**config.mk**
```make
export PLATFORM = sky130hd
export DESIGN_NAME = fifo_stream_reader_flat
export DESIGN_NICKNAME = d
export VERILOG_FILES = /design/src/rtl/fifo_stream_reader_if.sv /design/src/rtl/fifo_stream_reader.sv /design/src/flat_wrapper.sv
export SDC_FILE = /design/constraint.sdc
export NUM_CORES = 1
export LEC_CHECK = 0
export BUFFER_PORTS_ARGS = -buffer_cell sky130_fd_sc_hd__buf_4
export CAP_MARGIN = 15
export CORE_MARGIN = 10
export CORE_UTILIZATION = 56
export DETAILED_ROUTE_END_ITERATION = 10
export GPL_TIMING_DRIVEN = 0
export MAX_ROUTING_LAYER = met4
export PLACE_DENSITY_LB_ADDON = 0.25
export SYNTH_ARGS = -nofsm -noshare
export SYNTH_HDL_FRONTEND = slang
export SYNTH_SLANG_ARGS = --single-unit
```
**constraint.sdc**
```tcl
create_clock -name read_clk -period 6.1 [get_ports read_clk]
set_input_delay 0.61 -clock read_clk [delete_from_list [all_inputs] [get_ports read_clk]]
set_output_delay 0.61 -clock read_clk [all_outputs]
set_load 0.005 [all_outputs]
```
**src/rtl/fifo_stream_reader_if.sv**
```systemverilog
// Handshake bundle between the stream reader, the upstream async FIFO read
// port and the downstream stream consumer. The reader is the master.
interface fifo_stream_reader_if #(
  parameter int BITS     = 32,
  parameter int CNT_BITS = 16
);
  logic                p_flush;
  logic                p_fifo_read_en;
  logic [BITS-1:0]     p_fifo_read_data;
  logic                p_fifo_read_empty;
  logic                p_out_valid;
  logic [BITS-1:0]     p_out_data;
  logic                p_out_ready;
  logic [CNT_BITS-1:0] p_word_count;

  modport master (
    input  p_flush,
    input  p_fifo_read_data,
    input  p_fifo_read_empty,
    input  p_out_ready,
    output p_fifo_read_en,
    output p_out_valid,
    output p_out_data,
    output p_word_count
  );

  modport slave (
    output p_flush,
    output p_fifo_read_data,
    output p_fifo_read_empty,
    output p_out_ready,
    input  p_fifo_read_en,
    input  p_out_valid,
    input  p_out_data,
    input  p_word_count
  );
endinterface

```
**src/rtl/fifo_stream_reader.sv**
```systemverilog
// Pulls words from an async FIFO read port (one-cycle read latency) into a
// 3-entry in-order skid buffer and presents them as a valid/ready stream.
// The read request depends only on registered occupancy, so downstream
// ready never reaches the FIFO read enable combinationally.
module fifo_stream_reader #(
  parameter int BITS     = 32,
  parameter int CNT_BITS = 16
) (
  input logic                  read_clk,
  input logic                  read_rst,
  fifo_stream_reader_if.master bus
);
  typedef logic [BITS-1:0] word_t;

  word_t               mem_q    [3];
  word_t               mem_next [3];
  logic [1:0]          count_q;
  logic [1:0]          count_next;
  logic [1:0]          wr_idx;
  logic                inflight_q;
  logic                valid_q;
  logic [CNT_BITS-1:0] word_count_q;
  logic [2:0]          occupancy;
  logic                accept;
  logic                push;
  logic                pop;

  // Words held plus the word already requested must leave room for one more.
  assign occupancy = {1'b0, count_q} + {2'b00, inflight_q};
  assign accept    = !bus.p_fifo_read_empty && (occupancy < 3'd3) &&
                     !bus.p_flush && !read_rst;
  assign pop       = valid_q && bus.p_out_ready;
  // A word landing in the flush cycle is dropped.
  assign push      = inflight_q && !bus.p_flush;
  // After a pop the arriving word lands one slot lower.
  assign wr_idx    = count_q - {1'b0, pop};

  assign bus.p_fifo_read_en = accept;
  assign bus.p_out_valid    = valid_q;
  assign bus.p_out_data     = mem_q[0];
  assign bus.p_word_count   = word_count_q;

  // Next buffer contents: shift out the head on a transfer, append arrivals.
  always_comb begin
    mem_next   = mem_q;
    count_next = count_q;
    if (pop) begin
      mem_next[0] = mem_q[1];
      mem_next[1] = mem_q[2];
    end
    if (push && (wr_idx != 2'd3)) begin
      mem_next[wr_idx] = bus.p_fifo_read_data;
    end
    if (bus.p_flush) begin
      count_next = 2'd0;
    end else begin
      count_next = count_q + {1'b0, push} - {1'b0, pop};
    end
  end

  // Control state: occupancy, read-in-flight flag, output valid, word counter.
  always_ff @(posedge read_clk) begin
    if (read_rst) begin
      count_q      <= 2'd0;
      inflight_q   <= 1'b0;
      valid_q      <= 1'b0;
      word_count_q <= '0;
    end else begin
      count_q    <= count_next;
      inflight_q <= accept;
      valid_q    <= (count_next != 2'd0);
      if (pop && !bus.p_flush) begin
        word_count_q <= word_count_q + CNT_BITS'(1);
      end
    end
  end

  // Head slot drives the output word directly, so it has a defined reset value.
  always_ff @(posedge read_clk) begin
    if (read_rst) begin
      mem_q[0] <= '0;
    end else begin
      mem_q[0] <= mem_next[0];
    end
  end

  // Remaining slots are plain data storage, qualified by count_q.
  always_ff @(posedge read_clk) begin
    mem_q[1] <= mem_next[1];
    mem_q[2] <= mem_next[2];
  end

  // Read gating must make a fourth buffered word impossible.
  buffer_no_overflow: assert property (
    @(posedge read_clk) disable iff (read_rst)
      !((count_q == 2'd3) && push && !pop)
  );
endmodule

```
**src/flat_wrapper.sv**
```systemverilog
// flat-port wrapper written by rule: the top's interface ports become plain ports
module fifo_stream_reader_flat 
#(
  parameter int BITS     = 32,
  parameter int CNT_BITS = 16
)
  (read_clk, read_rst, bus_p_flush, bus_p_fifo_read_data, bus_p_fifo_read_empty, bus_p_out_ready, bus_p_fifo_read_en, bus_p_out_valid, bus_p_out_data, bus_p_word_count);
  fifo_stream_reader_if #(.BITS(BITS), .CNT_BITS(CNT_BITS)) bus_i ();
  input logic read_clk;
  input logic read_rst;
  input wire logic [$bits(bus_i.p_flush)-1:0] bus_p_flush;
  input wire logic [$bits(bus_i.p_fifo_read_data)-1:0] bus_p_fifo_read_data;
  input wire logic [$bits(bus_i.p_fifo_read_empty)-1:0] bus_p_fifo_read_empty;
  input wire logic [$bits(bus_i.p_out_ready)-1:0] bus_p_out_ready;
  output wire logic [$bits(bus_i.p_fifo_read_en)-1:0] bus_p_fifo_read_en;
  output wire logic [$bits(bus_i.p_out_valid)-1:0] bus_p_out_valid;
  output wire logic [$bits(bus_i.p_out_data)-1:0] bus_p_out_data;
  output wire logic [$bits(bus_i.p_word_count)-1:0] bus_p_word_count;
  assign bus_i.p_flush = bus_p_flush;
  assign bus_i.p_fifo_read_data = bus_p_fifo_read_data;
  assign bus_i.p_fifo_read_empty = bus_p_fifo_read_empty;
  assign bus_i.p_out_ready = bus_p_out_ready;
  assign bus_p_fifo_read_en = bus_i.p_fifo_read_en;
  assign bus_p_out_valid = bus_i.p_out_valid;
  assign bus_p_out_data = bus_i.p_out_data;
  assign bus_p_word_count = bus_i.p_word_count;
  fifo_stream_reader #(.BITS(BITS), .CNT_BITS(CNT_BITS)) u_core (.read_clk(read_clk), .read_rst(read_rst), .bus(bus_i));
endmodule
```
==> results of run 1 <==
cells in the final DEF, fill, tap and decap left out, types with 3 or more instances in the layout:
cell and instances:
buf_4 121, buf_2 9, xor2_1 4, xnor2_1 8, and2_1 3, ha_1 4
dfxtp_1 84, and3b_1 3, nor4_1 3, mux2_2 65, nor2_1 45, nand2_1 38
o31ai_1 3, clkbuf_16 17, or4_1 3, a21oi_1 7, clkbuf_1 19, edfxtp_1 32
nand3_1 39, bufinv_16 3, nand4_1 3, clkinv_2 5, a311oi_1 32
cells in the mapped netlist (2+ instances only):
library cell | n | area [sq um]
dfxtp_1 | 84 | 1682
mux2_2 | 65 | 732.0
nor2_1 | 45 | 168.9
nand3_1 | 39 | 195.2
nand2_1 | 38 | 142.6
buf_4 | 35 | 262.8
a311oi_1 | 32 | 280.3
edfxtp_1 | 32 | 960.9
clkbuf_1 | 19 | 71.32
buf_2 | 9 | 45.04
xnor2_1 | 8 | 70.07
a21oi_1 | 7 | 35.03
ha_1 | 4 | 50.05
xor2_1 | 4 | 35.03
and2_1 | 3 | 18.77
and3b_1 | 3 | 26.28
nand4_1 | 3 | 18.77
nor4_1 | 3 | 18.77
o31ai_1 | 3 | 22.52
or4_1 | 3 | 22.52
nor2b_1 | 2 | 12.51
critical path: stages, from the launching register on:
cell	delay [ns]
dfxtp_1	0.39
a21boi_0	0.46
or4b_1	0.20
buf_2	0.22
clkbuf_1	0.45
nor2_1	0.14
a311oi_1	0.37
worst max-delay path by stage:
stage,to,slack [ns],depth (start not counted)
after floorplan,flop,1.62,2
after global placement,flop,-0.76,3
after detailed placement,flop,3.58,5
after CTS,bus_p_fifo_read_en,3.77,6
after global routing,u_core.bus.p_out_data[10],3.57,6
final,u_core.bus.p_out_data[10],3.73,6
cells by family (layout without fill, tap and decap cells):
logic type               after synthesis  count (layout)  share of synthesized area
flip-flops                           116             116                     0.5267
XOR/XNOR                              12              12                    0.02095
multiplexers                          65              65                     0.1459
adder cells (fa/ha/maj)                4               4                   0.009975
AO/OA/AOI/OAI                         46              46                    0.07232
buffers and inverters                 64             184                    0.07631
AND/OR/NAND/NOR                      153             153                     0.1479
through the flow:
step	util	std cells	power (uW)	cell area [sq um]
detailed placement	0.6692	656	1100	5836
floorplan	-	460	1033	5017
global placement	0.6648	654	1086	5798
CTS	0.7387	688	2095	6442
global route	0.7387	688	2163	6442
finish	0.7387	688	2088	6442
metal layers:
metal  vias to the layer above  track usage  wire (um)
li1                       1847            -          -
met1                      1906       0.2250       5274
met2                       121       0.3156       6160
met3                        17      0.05398        690
met4                         0      0.07268        197
met5                         -            -          0
cell type report:
class                      count  area, sq um  area share
clock buffer                  19        452.9     0.07030
multi-input combinational    280         2007      0.3115
buffer                        63        379.1     0.05885
clock inverter                13        153.9     0.02389
timing repair buffer          88        668.1      0.1037
inverter                       1        3.754   0.0005826
tap                          108        135.1     0.02098
sequential                   116         2643      0.4102
report_power, final:
group	switching, uW	leakage (uW)	internal, uW	total (uW)
clock	346	0.000299	654	1000
combinational	67.9	0.00135	125	193
sequential	35.2	0.000976	860	895
==> impl_metrics.py, run 1 <==
metrics = {
    "clock_tree": {
        "h-tree-depth": 4,
        "cts-root-buf": "clkbuf_8",
        "clock_path_buffers": 2,
        "cts_num_sinks": 116,
        "clkTransAtPathRegs_ns": 0.06,
        "cts_tree": "built",
        "postCtsHoldBufs": 0,
        "post_cts_buffers": 0,
        "cts_resized": 0,
        "cts_buffers": 17,
        "clk_latency_ns": 0.51,
    },
    "worst_setup_path": {
        "path_max_fanout": 10,
        "crit_path_start": "u_core.count_q[0]",
        "rrSetupSlack_ns": 3.73,
        "worstReg2RegEnd": "u_core.bus.p_out_data[10]",
        "arrival_ns": 2.75,
        "required_ns": 6.48,
        "rr_worst_depth": 6,
        "worst_setup_path_end_kind": "flop",
        "crit_type": "reg -> reg",
        "worstReg2RegStart": "u_core.count_q[0]",
        "cp-start-kind": "flop",
    },
    "yosys": {
        "synthDistinctLibCells": 40,
        "ys_seq_elements": 116,
        "ys.warnings.count": 0,
        "seq_area_frac_synth": 0.5267,
        "synth-main-ff-cell": "dfxtp_1",
        "postSynthAreaPerCell_sq_um": 10.91,
        "syn_inst": 460,
        "synth-edff-count": 32,
        "async_flop_share": 0,
        "mappedNetlistNets": 501,
        "syn-cell-area_sq_um": 5017,
    },
    "timing": {
        "rsz0062_at_grt": "no",
        "min_period_ns": 2.371,
        "slew_headroom": 0.5378,
        "fin_crit_sh": 0.3888,
        "setup_viol": 0,
        "fmax_ghz": 0.4217,
        "worst_pin_slew_ns": 0.6922,
        "setup_slack_ns": 3.729,
        "tns_ns": 0,
        "slew_viol_final": 0,
        "hold_viol": 0,
        "hold_ws_ns": 0.2956,
        "fin_worst_skew_ns": 0.01158,
    },
    "global_route": {
        "grt_pass1_vias": 4179,
        "grt_first_pass_wirelength_um": 20240,
        "grt_max_degree": 17,
        "globalRouteTotalUtil": 0.1948,
        "antenna_found_initial": 0,
        "gr-total-overflow": 0,
    },
    "place": {
        "placement.io_buffers": 86,
        "dpl.hpwl_um": 8191,
        "gp_congestion": 0.7938,
        "place_ws_ns": 3.576,
    },
    "hold_path": {
        "hold_class": "in -> reg",
        "worstHoldPathCells": 1,
        "hold_start": "bus_p_fifo_read_data[22]",
    },
    "die": {
        "row_count": 34,
        "coreArea_sq_um": 8721,
        "die-area_sq_um": 13150,
        "initial_core_util": 0.5753,
        "die_w_um": 114.7,
        "die_y_um": 114.7,
        "ios": 87,
    },
    "power": {
        "power_density_nw_per_um2": 324.2,
        "ir_drop_mv": 0.2123,
        "p_leak_uw": 0.002625,
    },
    "drt": {
        "ant_nets": 0,
        "drt-initial-drc-count": 211,
        "drt-wirelength-per-cell_um": 17.91,
        "finalWirelength_um": 12320,
        "dr_total_vias": 3891,
        "first_pass_iters": 5,
        "drc": 0,
        "vias_per_cell": 5.656,
    },
    "run_status": {
        "status": "finished, final reports clean",
    },
    "final_layout": {
        "drive_above_1_share": 0.4017,
        "layout.nets": 608,
        "antenna_cells_inserted": 0,
        "area_delta_synth_final_pct": 28.40,
        "fillerInstances": 601,
    },
    "run": {
        "max-cap-violations": 0,
    },
}
Power figures use the tool's default switching activity.
==> run 2: changes to the inputs <==
==> constraint.sdc (replaced) <==
create_clock -name read_clk -period 2.2 [get_ports read_clk]
set_input_delay 0.22 -clock read_clk [delete_from_list [all_inputs] [get_ports read_clk]]
set_output_delay 0.22 -clock read_clk [all_outputs]
set_load 0.005 [all_outputs]
==> run 2 against run 1 <==
Compared with the run above: maximum frequency up 12%; via count is 0.36% higher; non-clock buffer count grew 34; sequential power grew to 2.8 times the previous value; core utilization is 3.4 points higher; clock power increased to 2.5 times the previous value; final cell count up 4.9%; sequential share of layout area is 1.8 points lower; critical path type unchanged.
==> impl_metrics.py, run 2 (same netlist as run 1, synthesis figures left out) <==
metrics = {
    "place": {
        "dpl-instance-area_sq_um": 5851,
        "gp_congestion": 0.8088,
        "place_ws_ns": 0.09129,
        "dpl.hpwl_um": 8024,
        "dp.cells": 657,
        "placement.io_buffers": 86,
    },
    "final_layout": {
        "layout.nets": 642,
        "layout.cells.non_filler": 722,
        "final_area_sq_um": 6735,
        "mostFrequentLayoutCell": "buf_4",
        "utilization": 0.7723,
        "area_delta_synth_final_pct": 34.24,
        "final_cell_mix": "buf_4 (121), dfxtp_1 (84), mux2_2 (65)",
        "drive_above_1_share": 0.3827,
        "antenna_cells_inserted": 0,
    },
    "worst_setup_path": {
        "worstPathCellList": "buf_4, nand2_4, buf_4, buf_2, clkbuf_1, nand2_1, a311oi_1",
        "path_max_fanout": 10,
        "crit_slowest_cell": "clkbuf_1",
        "worst_setup_path_end_kind": "flop",
        "cp_common_cell": "buf_4",
        "cp_slowest_stage_delay_ns": 0.43,
        "crit_type": "reg -> reg",
        "rrSetupSlack_ns": 0.09,
        "required_ns": 2.60,
        "arrival_ns": 2.52,
        "cp-start-kind": "flop",
    },
    "drt": {
        "met1_length_um": 5125,
        "dr_total_vias": 3905,
        "finalWirelength_um": 12000,
        "ant_nets": 0,
        "first_pass_iters": 4,
        "dr_wl_met3_um": 700,
        "dr_wl_met2_um": 6085,
        "drt-initial-drc-count": 207,
        "drt-wirelength-per-cell_um": 16.62,
        "drc": 0,
        "vias_per_cell": 5.409,
        "top_layer_used": "met4",
    },
    "power": {
        "pwr-share-clk": 0.452,
        "power_switching_uw": 1254,
        "swShare": 0.2250,
        "p_leak_uw": 0.002741,
        "pwr-share-comb": 0.104,
        "power_density_nw_per_um2": 827.7,
        "cellInternalPower_uw": 4321,
        "ir_drop_mv": 0.6315,
        "p_seq_frac": 0.444,
    },
    "timing": {
        "hold_ws_ns": 0.05880,
        "hold_viol": 0,
        "slew_headroom": 0.5347,
        "slew_viol_final": 0,
        "fin_crit_sh": 0.9608,
        "worst_pin_slew_ns": 0.6969,
        "setup_slack_ns": 0.08618,
        "min_period_ns": 2.114,
        "fin_worst_skew_ns": 0.01249,
        "fmax_ghz": 0.4731,
        "setup_viol": 0,
        "rsz0062_at_grt": "yes",
    },
    "die": {
        "coreArea_sq_um": 8721,
        "row_count": 34,
        "initial_core_util": 0.5753,
        "die_w_um": 114.7,
        "ios": 87,
        "die-area_sq_um": 13150,
        "die_y_um": 114.7,
    },
    "clock_tree": {
        "clock_path_buffers": 2,
        "clk_latency_ns": 0.51,
        "cts_tree": "built",
        "clkTransAtPathRegs_ns": 0.06,
        "post_cts_buffers": 0,
        "cts_buffers": 17,
        "cts_num_sinks": 116,
        "cts-root-buf": "clkbuf_8",
        "h-tree-depth": 4,
    },
    "global_route": {
        "grt_max_degree": 17,
        "globalRouteTotalUtil": 0.1941,
        "grt_pass1_vias": 4149,
        "grt_first_pass_wirelength_um": 20040,
        "antenna_found_initial": 0,
        "gr-total-overflow": 0,
    },
    "run": {
        "max-cap-violations": 0,
    },
    "run_status": {
        "status": "finished, final reports clean",
    },
    "hold_path": {
        "hold_class": "in -> reg",
    },
}
==> run 2: cell count changes in the layout (fill, tap and decap cells not counted), sizes merged <==
cell / before / now
bufinv: 3 / 1
clkinv: 7 / 6
clkinvlp: 2 / 4
dlygate4sd3: 0 / 33
clkbuf: 38 / 39
buf: 132 / 133
==> run 2: repair_timing <==
action,CTS,global route
gates resized for setup,0,5
endpoints found under the setup margin,0,20
endpoints found under the hold margin,65,0
hold buffers,33,0
==> run 2: stage by stage <==
stage / setup TNS [ns] / total power (uW)
2_1_floorplan: 0 / 2866
3_3_place_gp: -23.52 / 3012
3_5_place_dp: 0 / 3048
4_1_cts: 0 / 5604
5_1_grt: -0.0005496 / 5786
6_report: 0 / 5575
==> run 2: area by class of cell <==
class                      count  area (sq um)
sequential                   116          2643
tap                          108         135.1
multi-input combinational    280          2007
inverter                       1         3.754
clock inverter                12         106.4
clock buffer                  20         445.4
fill                         577          1986
timing repair buffer         122          1013
buffer                        63         381.6
==> run 2: metal layers <==
metal	vias to the layer above	global-route usage
met5	-	-
met4	0	0.07519
met3	7	0.05922
met2	114	0.3160
met1	1867	0.2188
li1	1917	-
==> run 2: final timing paths <==
path / from / endpoint / cells after the start
max: u_core.bus.p_out_valid / u_core.bus.p_out_data[8] / 7
min reg2reg: u_core.bus.p_out_data[28] / u_core.bus.p_out_data[28] / 2
max reg2reg: u_core.bus.p_out_valid / u_core.bus.p_out_data[8] / 7
min: bus_p_flush / u_core.bus.p_out_valid / 3
==> run 2: worst max-delay path, delay by kind of cell, from the launching register on <==
family	cells	cell delay [ns]
compound gates	1	0.34
buf+inv	4	1.09
simple gates	2	0.23
flops	1	0.33
==> run 2: power by group through the flow <==
stage	combinational (uW)	sequential, uW	clock (uW)
after floorplan	375	2490	0
after global placement	508	2500	0
after detailed placement	532	2520	0
after CTS	583	2470	2550
after global routing	639	2490	2660
final	581	2480	2520
==> run 3: changes to the inputs <==
--- a/config.mk
+++ b/config.mk
@@ -5,11 +5,11 @@
 export SDC_FILE = /design/constraint.sdc
 export NUM_CORES = 1
 export LEC_CHECK = 0
-export BUFFER_PORTS_ARGS = -buffer_cell sky130_fd_sc_hd__buf_4
 export CAP_MARGIN = 15
 export CORE_MARGIN = 10
-export CORE_UTILIZATION = 56
+export CORE_UTILIZATION = 57
 export DETAILED_ROUTE_END_ITERATION = 10
+export DONT_BUFFER_PORTS = 1
 export GPL_TIMING_DRIVEN = 0
 export MAX_ROUTING_LAYER = met4
 export PLACE_DENSITY_LB_ADDON = 0.25
==> run 3 against run 2 <==
Compared with the run above: sequential cell count unchanged; global-route usage fell by 1.2 points; core utilization shrank 6.4 points; non-clock buffer count shrank 84; final cell count down 12%; final area shrank 9.2%; first-iteration DRC count decreased by 26%; total power decreased by 1.2%; critical path depth is 3 lower; via count is 6.3% lower; maximum frequency is 2.5% higher; combinational power is 14% lower; largest cell class unchanged.
==> impl_metrics.py, run 3 (same netlist as run 1, synthesis figures left out) <==
metrics = {
    "run_status": {
        "status": "finished, final reports clean",
    },
    "clock_tree": {
        "post_cts_buffers": 0,
        "cts-root-buf": "clkbuf_8",
        "cts_tree": "built",
        "cts_num_sinks": 116,
        "clock_path_buffers": 2,
        "h-tree-depth": 4,
        "cts_buffers": 17,
        "clk_latency_ns": 0.50,
        "clkTransAtPathRegs_ns": 0.05,
    },
    "global_route": {
        "globalRouteTotalUtil": 0.1823,
        "grt_first_pass_wirelength_um": 18770,
        "grt_max_degree": 17,
        "grt_pass1_vias": 3754,
        "antenna_found_initial": 0,
        "gr-total-overflow": 0,
    },
    "worst_setup_path": {
        "path_max_fanout": 8,
        "worstReg2RegStart": "u_core.inflight_q",
        "crit_slowest_cell": "nor4bb_4",
        "required_ns": 2.41,
        "cp_slowest_stage_delay_ns": 0.72,
        "crit_type": "reg -> reg",
        "rr_worst_depth": 4,
        "worstPathCellList": "nor2b_1, nor4bb_4, buf_6, buf_6",
        "worst_setup_path_end_kind": "flop",
        "cp-start-kind": "flop",
        "arrival_ns": 2.27,
        "rrSetupSlack_ns": 0.14,
        "cp_common_cell": "buf_6",
        "crit_path_start": "u_core.inflight_q",
    },
    "die": {
        "die_y_um": 113.8,
        "die_w_um": 113.8,
        "ios": 87,
        "coreArea_sq_um": 8636,
        "initial_core_util": 0.5810,
        "row_count": 34,
        "die-area_sq_um": 12960,
    },
    "timing": {
        "hold_viol": 0,
        "fin_crit_sh": 0.9377,
        "min_period_ns": 2.063,
        "worst_pin_slew_ns": 0.6743,
        "fin_worst_skew_ns": 0.008818,
        "rsz0062_at_grt": "no",
        "fmax_ghz": 0.4847,
        "slew_headroom": 0.5498,
        "slew_viol_final": 0,
        "setup_viol": 0,
    },
    "place": {
        "placement.io_buffers": 0,
        "dpl.hpwl_um": 7604,
        "gp_congestion": 0.8053,
    },
    "final_layout": {
        "drive_above_1_share": 0.2849,
        "seq_area_sq_um": 2643,
        "fillerInstances": 643,
        "mostFrequentLayoutCell": "dfxtp_1",
        "area_delta_synth_final_pct": 21.90,
        "multi_input_area_sq_um": 2011,
        "antenna_cells_inserted": 0,
        "layout.nets": 558,
        "final_cell_mix": "dfxtp_1 (84), mux2_2 (65), nor2_1 (45)",
        "utilization": 0.7082,
    },
    "power": {
        "cellInternalPower_uw": 4336,
        "pwr-share-comb": 0.091,
        "p_seq_frac": 0.450,
        "p_total_uw": 5507,
        "ir_drop_mv": 0.5892,
        "power_density_nw_per_um2": 900.5,
        "p_leak_uw": 0.002320,
        "swShare": 0.2127,
        "power_switching_uw": 1172,
        "pwr-share-clk": 0.459,
    },
    "drt": {
        "first_pass_iters": 5,
        "drc": 0,
        "ant_nets": 0,
        "finalWirelength_um": 11550,
        "drt-wirelength-per-cell_um": 18.11,
        "drt-initial-drc-count": 153,
        "dr_total_vias": 3660,
        "dr_wl_met2_um": 5726,
        "dr_wl_met3_um": 695,
        "top_layer_used": "met4",
        "vias_per_cell": 5.737,
        "met1_length_um": 5009,
    },
    "run": {
        "max-cap-violations": 0,
    },
    "hold_path": {
        "hold_class": "in -> reg",
        "hold_start": "bus_p_flush",
    },
}
[run 3: cell types whose count changed in the layout (fill, tap and decap cells not counted), sizes merged]
cell / change
clkinvlp: -2
bufinv: +1
clkbuf: +2
clkinv: -1
dlygate4sd3: +2
buf: -86
[run 3: how the worst min path moves through the flow]
| stage | endpoint | slack, ns | cells past startpoint |
|---|---|---|---|
| floorplan | flop | 0.32 | 0 |
| global placement | flop | 0.32 | 0 |
| detailed placement | flop | 0.32 | 0 |
| CTS | u_core.bus.p_word_count[15] | 0.002 | 3 |
| global route | u_core.bus.p_word_count[15] | 0.01 | 3 |
| finish | u_core.bus.p_word_count[15] | 0.02 | 3 |
[run 3: timing repair]
item,4_1_cts,5_1_grt
pin swaps,0,0
endpoints found under the hold margin,101,0
hold buffers,35,0
gates resized for setup,2,9
endpoints found under the setup margin,2,35
[run 3: area by class of cell]
type                            instances  share of cell area
Timing Repair Buffer                   38             0.06342
Clock buffer                           22             0.07242
Multi-Input combinational cell        280              0.3288
Clock inverter                         10             0.01739
Buffer                                 63             0.06322
Inverter                                1           0.0006137
Sequential cell                       116              0.4321
Tap cell                              108             0.02209
[run 3: power by group through the flow]
stage	logic [uW]	clock network (uW)	registers, uW
2_1_floorplan	375	0	2490
3_3_place_gp	410	0	2500
3_5_place_dp	429	0	2510
4_1_cts	502	2570	2470
5_1_grt	550	2660	2500
6_report	502	2530	2480
[run 3: critical path: cells and delay by family (launching register included)]
family	cells	cell delay, ns
and+or+nand+nor	2	1.04
buffers and inverters	2	0.38
DFF	1	0.34
[run 3: per-stage QoR]
stage                     setup TNS [ns]  hold slack [ns]  setup WS (ns)  instances  cell area, sq um
after floorplan                        0           0.3189        0.01915        460              5032
after global placement            -22.89           0.3191        -0.7164        568              5167
after detailed placement               0           0.3191        0.01158        571              5205
after CTS                              0         0.001528        0.03872        638              6107
after global routing                   0          0.01312       0.004053        638              6116
final                                  0          0.02042         0.1370        638              6116
[run 3: per-layer routing]
metal,vias up,global-route usage
met2,112,0.2990
met1,1774,0.2077
met4,0,0.05430
li1,1761,-
met3,13,0.06089
met5,-,-
